$ cat src/rtl/alu_control_pkg.sv
// ---------------------------------------------------------------------------
// alu_control_pkg
// Shared definitions for the ALU operation sequencer: the opcode set (also
// used by the ALU top level), the sequencer state encoding and a helper that
// turns an opcode into the one-hot unit enable.
// ---------------------------------------------------------------------------
package alu_control_pkg;

  localparam int NUM_UNITS = 4;
  localparam int CNT_W     = 8;

  typedef enum logic [1:0] {
    OP_SUMA  = 2'd0,
    OP_RESTA = 2'd1,
    OP_MULT  = 2'd2,
    OP_COMPL = 2'd3
  } opcode_e;

  typedef enum logic [2:0] {
    ST_IDLE    = 3'd0,
    ST_ISSUE   = 3'd1,
    ST_WAIT    = 3'd2,
    ST_RELEASE = 3'd3,
    ST_DONE    = 3'd4
  } state_e;

  function automatic logic [NUM_UNITS-1:0] op_onehot(input opcode_e op);
    return NUM_UNITS'(1) << op;
  endfunction

endpackage

$ cat src/rtl/alu_control_sync2.sv
// ---------------------------------------------------------------------------
// sync2
// Two-flop synchronizer for a single level signal coming from another
// timing domain. Both flops reset asynchronously to 0.
//   clk : destination clock
//   rst : asynchronous active-high reset
//   d   : asynchronous input level
//   q   : synchronized level, two clk cycles behind d
// ---------------------------------------------------------------------------
module sync2 (
  input  logic clk,
  input  logic rst,
  input  logic d,
  output logic q
);

  logic meta;

  // NOTE: state is updated with non-blocking assignments so both flops sample
  // their inputs from before the edge; blocking here would collapse the chain
  // into a single flop.
  always_ff @(posedge clk or posedge rst) begin
    if (rst) begin
      meta <= 1'b0;
      q    <= 1'b0;
    end else begin
      meta <= d;
      q    <= meta;
    end
  end

endmodule

$ cat src/rtl/alu_control.sv
// ---------------------------------------------------------------------------
// alu_control
// Sequencer for the ALU operation units (suma, resta, multiplicacion,
// complemento). One request is accepted at a time: operands are presented,
// then a level-held one-hot enable is raised to the selected unit. After the
// unit's done flag is seen the enable is dropped and the sequencer waits for
// done to clear before returning the captured result with a one-cycle valid.
// Ports:
//   clk, rst     : clock, asynchronous active-high reset
//   start        : request strobe, only looked at while idle
//   opcode       : 0 suma, 1 resta, 2 multiplicacion, 3 complemento
//   data_in      : packed operands, A = upper WIDTH bits, B = lower WIDTH bits
//   unit_data    : latched operands, shared by all units
//   unit_en      : one-hot enable, bit n selects opcode n
//   unit_done    : done flags from the units (asynchronous)
//   unit_result  : unit results, slice n = [n*2*WIDTH +: 2*WIDTH]
//   result       : last captured result, held until the next capture
//   valid        : one-cycle pulse when result is new
//   busy         : high whenever the sequencer is not idle
//   error        : one-cycle pulse when a handshake phase times out
// ---------------------------------------------------------------------------
module alu_control
  import alu_control_pkg::*;
#(
  parameter int WIDTH   = 4,
  parameter int TIMEOUT = 15   // cycles allowed in each of WAIT and RELEASE (1..255)
) (
  input  logic                           clk,
  input  logic                           rst,
  input  logic                           start,
  input  logic [1:0]                     opcode,
  input  logic [2*WIDTH-1:0]             data_in,
  output logic [2*WIDTH-1:0]             unit_data,
  output logic [NUM_UNITS-1:0]           unit_en,
  input  logic [NUM_UNITS-1:0]           unit_done,
  input  logic [NUM_UNITS*2*WIDTH-1:0]   unit_result,
  output logic [2*WIDTH-1:0]             result,
  output logic                           valid,
  output logic                           busy,
  output logic                           error
);

  localparam int DW = 2 * WIDTH;

  logic [NUM_UNITS-1:0] done_s;
  logic [DW-1:0]        res_arr [NUM_UNITS];

  for (genvar i = 0; i < NUM_UNITS; i++) begin : g_unit
    sync2 u_sync (
      .clk (clk),
      .rst (rst),
      .d   (unit_done[i]),
      .q   (done_s[i])
    );
    assign res_arr[i] = unit_result[i*DW +: DW];
  end

  state_e           state;
  opcode_e          op_q;
  logic [CNT_W-1:0] tmo_cnt;
  logic [DW-1:0]    cap_q;

  // Only the selected unit's flag matters; the others are don't-care.
  logic done_sel;
  assign done_sel = done_s[op_q];

  // The abort is decided one cycle early so that error and the enable drop
  // become visible exactly TIMEOUT cycles after the phase was entered.
  logic tmo_hit;
  assign tmo_hit = (tmo_cnt == CNT_W'(TIMEOUT - 1));

  always_ff @(posedge clk or posedge rst) begin
    if (rst) begin
      state     <= ST_IDLE;
      op_q      <= OP_SUMA;
      tmo_cnt   <= '0;
      cap_q     <= '0;
      unit_data <= '0;
      unit_en   <= '0;
      result    <= '0;
      valid     <= 1'b0;
      busy      <= 1'b0;
      error     <= 1'b0;
    end else begin
      // Pulses default low and are raised only in the cycle that needs them.
      valid <= 1'b0;
      error <= 1'b0;

      case (state)
        ST_IDLE: begin
          if (start) begin
            op_q      <= opcode_e'(opcode);
            unit_data <= data_in;
            busy      <= 1'b1;
            state     <= ST_ISSUE;
          end
        end

        // Operands have been stable for a cycle before the enable rises.
        ST_ISSUE: begin
          unit_en <= op_onehot(op_q);
          tmo_cnt <= '0;
          state   <= ST_WAIT;
        end

        // A done flag already high on entry counts as done.
        ST_WAIT: begin
          if (done_sel) begin
            cap_q   <= res_arr[op_q];
            unit_en <= '0;
            tmo_cnt <= '0;
            state   <= ST_RELEASE;
          end else if (tmo_hit) begin
            unit_en <= '0;
            error   <= 1'b1;
            busy    <= 1'b0;
            state   <= ST_IDLE;
          end else begin
            tmo_cnt <= tmo_cnt + 1'b1;
          end
        end

        ST_RELEASE: begin
          if (!done_sel) begin
            state <= ST_DONE;
          end else if (tmo_hit) begin
            error <= 1'b1;
            busy  <= 1'b0;
            state <= ST_IDLE;
          end else begin
            tmo_cnt <= tmo_cnt + 1'b1;
          end
        end

        ST_DONE: begin
          result <= cap_q;
          valid  <= 1'b1;
          busy   <= 1'b0;
          state  <= ST_IDLE;
        end

        default: begin
          unit_en <= '0;
          busy    <= 1'b0;
          state   <= ST_IDLE;
        end
      endcase
    end
  end

endmodule

$ cat config.mk
export PLATFORM = sky130hd
export DESIGN_NAME = alu_control
export DESIGN_NICKNAME = d
export VERILOG_FILES = /design/src/rtl/alu_control_pkg.sv /design/src/rtl/alu_control_sync2.sv /design/src/rtl/alu_control.sv
export SDC_FILE = /design/constraint.sdc
export NUM_CORES = 1
export LEC_CHECK = 0
export ABC_AREA = 1
export BUFFER_PORTS_ARGS = -buffer_cell sky130_fd_sc_hd__buf_2
export CAP_MARGIN = 20
export CORE_UTILIZATION = 47
export DETAILED_ROUTE_END_ITERATION = 8
export GPL_ROUTABILITY_DRIVEN = 0
export PLACE_DENSITY_LB_ADDON = 0.05
export SYNTH_ARGS = -nofsm -noshare
export SYNTH_HDL_FRONTEND = slang
export SYNTH_SLANG_ARGS = --single-unit
$ cat constraint.sdc
create_clock -name clk -period 1.7 [get_ports clk]
set_input_delay 0.34 -clock clk [delete_from_list [all_inputs] [get_ports clk]]
set_output_delay 0.34 -clock clk [all_outputs]
set_load 0.1 [all_outputs]
==> results.sh, run 1 <==
export IMPL_dieArea_mm2=0.00566
export IMPL_crit_path_end_kind="flop"
export IMPL_port_buffers=71
export IMPL_cp_num_cells=3
export IMPL_post_synth_xor_area_fraction_pct=1.04
export IMPL_wl_per_cell_um=12.1
export IMPL_required_ns=1.89
export IMPL_synth_top_family_by_area="simple AND/OR/NAND/NOR gates"
export IMPL_ys_ff_latch=52
export IMPL_path_cells="nor2_2 -> nand3_2 -> mux2_4"
export IMPL_yosysWarningCount=0
export IMPL_drt_iter0_drc=77
export IMPL_max_clock_path_buffers=2
export IMPL_maxSlewHeadroom_pct=65.8
export IMPL_syn_instance_count=271
export IMPL_cp_arrival_ns=1.72
export IMPL_crit_end="unit_data[0]"
export IMPL_crit_family="simple AND/OR/NAND/NOR gates"
export IMPL_finalSetupViolations=0
export IMPL_worstPathMaxFanout=13
export IMPL_synth_simple_area_share_pct=25.0
export IMPL_drv_cap=0
export IMPL_pre_cts_ws_ns=0.175
export IMPL_final_common_cell="nand2_1"
export IMPL_rows=26
export IMPL_critPathLaunchType="flop"
export IMPL_synthMuxAreaShare_pct=4.32
export IMPL_r2r_end="unit_data[0]"
export IMPL_syn_nets=322
export IMPL_r2r_start="state[1]"
export IMPL_remaining_drc_errors=0
export IMPL_grt_pass1_wl_mm=8.19
export IMPL_tritoncts_num_buffers=5
export IMPL_finClkSkew_ns=0.0111
export IMPL_cpMaxStageDelayCell="dfrtp_1"
export IMPL_nFillCells=496
export IMPL_finalPower_mw=6.45
export IMPL_finalHoldViolCount=0
export IMPL_cts_root_buf="clkbuf_8"
export IMPL_synth_seq_area_share_pct=51.6
export IMPL_run_status="finished, final reports clean"
export IMPL_die_x_um=75.2
export IMPL_final_util_pct=59.3
export IMPL_whs_ns=0.0594
export IMPL_synth_compound_area_share_pct=10.7
export IMPL_finalWorstSetupSlack_ns=0.170
export IMPL_core_area_mm2=0.00514
export IMPL_clkTransAtPathRegs_ns=0.09
export IMPL_synth_edf_count=0
export IMPL_dr_pass1_iters=4
export IMPL_ir_worst_vdd_mv=1.85
export IMPL_fin_crit_sh_pct=90.0
export IMPL_hpwl_mm=3.76
export IMPL_wirelength_mm=5.04
export IMPL_avgSynthCellArea_um2=9.30
export IMPL_area_sequential_mm2=0.00130
export IMPL_async_reset_ff_share_pct=100
export IMPL_path_class="reg -> reg"
export IMPL_worstSetupStartpoint="state[1]"
export IMPL_yosys_top_cells_area="dfrtp_1 52%, nand2_1 12%, o21ai_2 3.8%"
export IMPL_n_antenna_cell=0
export IMPL_final_cell_mix="82 x nand2_1, 71 x buf_2, 52 x dfrtp_1"
export IMPL_cts_setup_buffers=0
export IMPL_p_leak_nw=1.61
export IMPL_worstMarginPinSlew_ns=0.511
export IMPL_yosysTopAreaCell="dfrtp_1"
export IMPL_max_freq_mhz=654
export IMPL_max_stage_delay_ns=0.47
export IMPL_tns_ns=0
export IMPL_layout_drive_gt1_share_pct=37.6
export IMPL_dr_total_vias=2030
export IMPL_finalNetCount=398
export IMPL_critical_path_buf_inv_count=0
export IMPL_multi_input_area_mm2=0.00106
export IMPL_ant_nets=0
export IMPL_power_density_mw_per_mm2=2120
export IMPL_synth_top_area_share_pct=51.6
export IMPL_syn_to_final_growth_pct=21.0
export IMPL_die_y_um=75.2
export IMPL_initial_core_util_pct=49.0
export IMPL_grt_pass1_vias=1853
export IMPL_synth_top_flop_cell="dfrtp_1"
export IMPL_grt_overflow=0
export IMPL_reg2reg_depth=3
export IMPL_cts_sinks=52
export IMPL_yosys_area_share_adder_pct=0.993
export IMPL_clk_latency_ns=0.30
export IMPL_synthesis_area_mm2=0.00252
export IMPL_r2r_slack_ns=0.17
export IMPL_synthDistinctLibCells=30
export IMPL_grt_use_total_pct=19.5
export IMPL_htree_levels=2
export IMPL_cts_tree="yes"
export IMPL_detail_route_vias_per_cell=4.86
export IMPL_final_max_slew_viol_count=0
export IMPL_grt_antenna_before_repair=0
export IMPL_min_path_type="in -> async"
export IMPL_grt_max_degree=32
export IMPL_io_pins=72
export IMPL_rsz0062_at_grt="false"
export IMPL_min_period_ns=1.53
-- flip-flops by register name, indices dropped and copies added, names as in the netlist --
signal              cells
tmo_cnt                 8
valid                   1
busy                    1
error                   1
g_unit.u_sync.meta      4
cap_q                   8
g_unit.u_sync.q         4
unit_en                 4
unit_data               8
op_q                    2
state                   3
result                  8
-- final cells by class --
class | count | area share, %
Clock buffer | 6 | 2.38
Multi-Input combinational cell | 187 | 34.9
Inverter | 27 | 3.57
Timing Repair Buffer | 74 | 12.4
Clock inverter | 2 | 1.15
Tap cell | 70 | 2.87
Sequential cell | 52 | 42.7
-- metal layers --
| metal | routed length [um] | share of wire, % | track usage, % | vias up |
|---|---|---|---|---|
| met4 | 64 | 1.3 | 5.97 | 0 |
| met1 | 2300 | 46 | 26.3 | 955 |
| met5 | 0 | 0 | 0 | - |
| li1 | - | - | - | 1023 |
| met3 | 169 | 3.4 | 4.42 | 8 |
| met2 | 2500 | 50 | 31.7 | 44 |
-- power breakdown --
part	switching, mW	internal (mW)	total, mW
Sequential	0.272	1.64	1.91
Clock	0.387	0.437	0.824
Combinational	2.85	0.863	3.72
Total	3.51	2.94	6.45
-- worst min-delay path by stage --
stage,end,slack (ns),startpoint
finish,unit_data[1],0.06,rst
global route,result[4],0.07,rst
CTS,cap_q[4],0.06,rst
detailed placement,g_unit[1].u_sync.q,0.33,g_unit[1].u_sync.meta
global placement,g_unit[0].u_sync.q,0.33,g_unit[0].u_sync.meta
floorplan,g_unit[0].u_sync.q,0.33,g_unit[0].u_sync.meta
-- tightest hold or removal path, delay by kind of cell --
kind | cells | cell delay [ns]
buffers and inverters | 3 | 0.40
-- stage by stage --
step,instance area [um^2],instances
2_1_floorplan,2520,271
3_3_place_gp,2940,410
3_5_place_dp,2940,410
4_1_cts,3040,418
5_1_grt,3050,418
6_report,3050,418
-- kinds of logic after synthesis --
kind of cell | count (synthesis)
flops | 52
simple gates | 133
buf+inv | 32
fa+ha+maj | 2
xor+xnor | 3
mux | 8
compound gates | 41
-- Yosys cell counts, types with 5 or more instances --
library cell and instances:
o21ai_0 12, inv_1 19, dfrtp_1 52, o21ai_2 11
nand3_1 17, inv_2 6, mux2_4 5, nand2_2 8
a22oi_1 8, nand2_1 82, nor2_1 11
-- repair_timing --
item	4_1_cts	5_1_grt
gates resized for setup	0	1
setup endpoints to repair	0	3
hold buffers	0	0
endpoints found under the hold margin	0	0
(Power assumes the default switching activity.)
==> run 2, diff against run 1 <==
--- a/config.mk
+++ b/config.mk
@@ -8,10 +8,10 @@
 export ABC_AREA = 1
 export BUFFER_PORTS_ARGS = -buffer_cell sky130_fd_sc_hd__buf_2
 export CAP_MARGIN = 20
-export CORE_UTILIZATION = 47
+export CORE_UTILIZATION = 52
 export DETAILED_ROUTE_END_ITERATION = 8
 export GPL_ROUTABILITY_DRIVEN = 0
-export PLACE_DENSITY_LB_ADDON = 0.05
+export PLACE_DENSITY = 0.86
 export SYNTH_ARGS = -nofsm -noshare
 export SYNTH_HDL_FRONTEND = slang
 export SYNTH_SLANG_ARGS = --single-unit
==> constraint.sdc (replaced) <==
create_clock -name clk -period 1.73 [get_ports clk]
set_input_delay 0.346 -clock clk [delete_from_list [all_inputs] [get_ports clk]]
set_output_delay 0.346 -clock clk [all_outputs]
set_load 0.1 [all_outputs]
==> results.sh, run 2 (synthesized netlist as in run 1, its figures left out) <==
export IMPL_grt_use_total_pct=21.0
export IMPL_grt_antenna_before_repair=0
export IMPL_cts_repair_resized=0
export IMPL_min_period_ns=1.54
export IMPL_remaining_drc_errors=0
export IMPL_r2r_slack_ns=0.19
export IMPL_layout_drive_gt1_share_pct=37.8
export IMPL_rsz0062_at_grt="false"
export IMPL_run_status="finished, final reports clean"
export IMPL_min_path_type="in -> async"
export IMPL_core_area_mm2=0.00450
export IMPL_grt_overflow=0
export IMPL_finalHoldViolCount=0
export IMPL_pre_cts_ws_ns=0.205
export IMPL_grt_max_degree=29
export IMPL_r2r_end="unit_en[0]"
export IMPL_clk_latency_ns=0.31
export IMPL_finalSetupViolations=0
export IMPL_ctsHoldBuffers=0
export IMPL_cts_root_buf="clkbuf_8"
export IMPL_tns_ns=0
export IMPL_reg2reg_depth=9
export IMPL_die_x_um=71.6
export IMPL_grt_pass1_wl_mm=8.31
export IMPL_worstMarginPinSlew_ns=0.542
export IMPL_io_pins=72
export IMPL_multi_input_area_mm2=0.00106
export IMPL_crit_path_end_kind="flop"
export IMPL_drv_cap=0
export IMPL_dr_pass1_iters=4
export IMPL_ir_worst_vdd_mv=1.71
export IMPL_final_common_cell="nand2_1"
export IMPL_dieArea_mm2=0.00513
export IMPL_worstSetupStartpoint="tmo_cnt[0]"
export IMPL_required_ns=1.94
export IMPL_n_antenna_cell=0
export IMPL_worstPathMaxFanout=5
export IMPL_cts_setup_buffers=0
export IMPL_path_class="reg -> reg"
export IMPL_dr_total_vias=2034
export IMPL_nFillCells=372
export IMPL_ant_nets=0
export IMPL_max_clock_path_buffers=2
export IMPL_crit_end="unit_en[0]"
export IMPL_htree_levels=2
export IMPL_finalNetCount=397
export IMPL_final_max_slew_viol_count=0
export IMPL_rows=24
export IMPL_tritoncts_num_buffers=5
export IMPL_syn_to_final_growth_pct=19.6
export IMPL_cp_arrival_ns=1.75
export IMPL_finalWorstSetupSlack_ns=0.188
export IMPL_max_freq_mhz=648
export IMPL_maxSlewHeadroom_pct=63.8
export IMPL_p_leak_nw=1.61
export IMPL_clkTransAtPathRegs_ns=0.10
export IMPL_critPathLaunchType="flop"
export IMPL_final_util_pct=66.9
export IMPL_wirelength_mm=4.80
export IMPL_fin_crit_sh_pct=89.2
export IMPL_die_y_um=71.6
export IMPL_r2r_start="tmo_cnt[0]"
export IMPL_power_density_mw_per_mm2=2070
export IMPL_drt_iter0_drc=106
export IMPL_final_cell_mix="82 x nand2_1, 71 x buf_2, 52 x dfrtp_1"
export IMPL_wl_per_cell_um=12.0
export IMPL_grt_pass1_vias=1907
export IMPL_cts_sinks=52
export IMPL_detail_route_vias_per_cell=5.10
export IMPL_hpwl_mm=3.65
export IMPL_area_sequential_mm2=0.00130
export IMPL_port_buffers=71
export IMPL_cts_tree="yes"
export IMPL_finClkSkew_ns=0.0105
export IMPL_initial_core_util_pct=55.9
==> run 2: changes by cell type in the layout (fill, tap and decap cells not counted), sizes merged <==
cell | previous run | this run
buf | 74 | 73
inv | 26 | 27
bufinv | 1 | 0
==> run 2: per-layer routing <==
layer	GRT usage (%)	up-vias	wire, um
li1	-	1022	-
met1	28.2	953	2080
met2	33.8	47	2430
met4	9.15	0	122
met5	0	-	0
met3	3.80	12	169
==> run 2: layout make-up <==
type	count	share of cell area, %
Sequential cell	52	43.2
Tap cell	52	2.16
Clock buffer	6	2.74
Timing Repair Buffer	73	12.7
Multi-Input combinational cell	187	35.2
Clock inverter	2	0.457
Inverter	27	3.61
==> run 2: worst max-delay path: stages, from the launching register on <==
cell and delay [ns]:
dfrtp_1 0.40, inv_1 0.12, ha_1 0.15, nand3_1 0.08, nor2_2 0.22, inv_1 0.14, nand3_1 0.10, nand2_1 0.11
nand2_1 0.09, nand2_1 0.05
==> run 2: worst min path at each step <==
| stage | cells past startpoint | from | slack, ns | endpoint |
|---|---|---|---|---|
| floorplan | 0 | g_unit[0].u_sync.meta | 0.33 | g_unit[0].u_sync.q |
| global placement | 0 | g_unit[0].u_sync.meta | 0.33 | g_unit[0].u_sync.q |
| detailed placement | 0 | g_unit[0].u_sync.meta | 0.34 | g_unit[0].u_sync.q |
| CTS | 2 | rst | 0.08 | cap_q[7] |
| global route | 2 | rst | 0.12 | cap_q[5] |
| finish | 2 | rst | 0.07 | cap_q[5] |
==> run 2: metrics by stage <==
step / cell area (um^2) / hold slack [ns] / instances / total power [mW]
after floorplan: 2520 / 0.331 / 271 / 4.99
after global placement: 2920 / 0.332 / 391 / 5.49
after detailed placement: 2920 / 0.336 / 391 / 5.56
after CTS: 3010 / 0.0841 / 399 / 6.27
after global routing: 3010 / 0.117 / 399 / 6.62
final: 3010 / 0.0729 / 399 / 6.23
==> run 2: where the power goes <==
group          leakage, nW  internal, mW  switching, mW  total, mW
Combinational        0.900         0.849           2.80       3.65
Sequential           0.654          1.61          0.263       1.87
Clock               0.0516         0.327          0.386      0.713
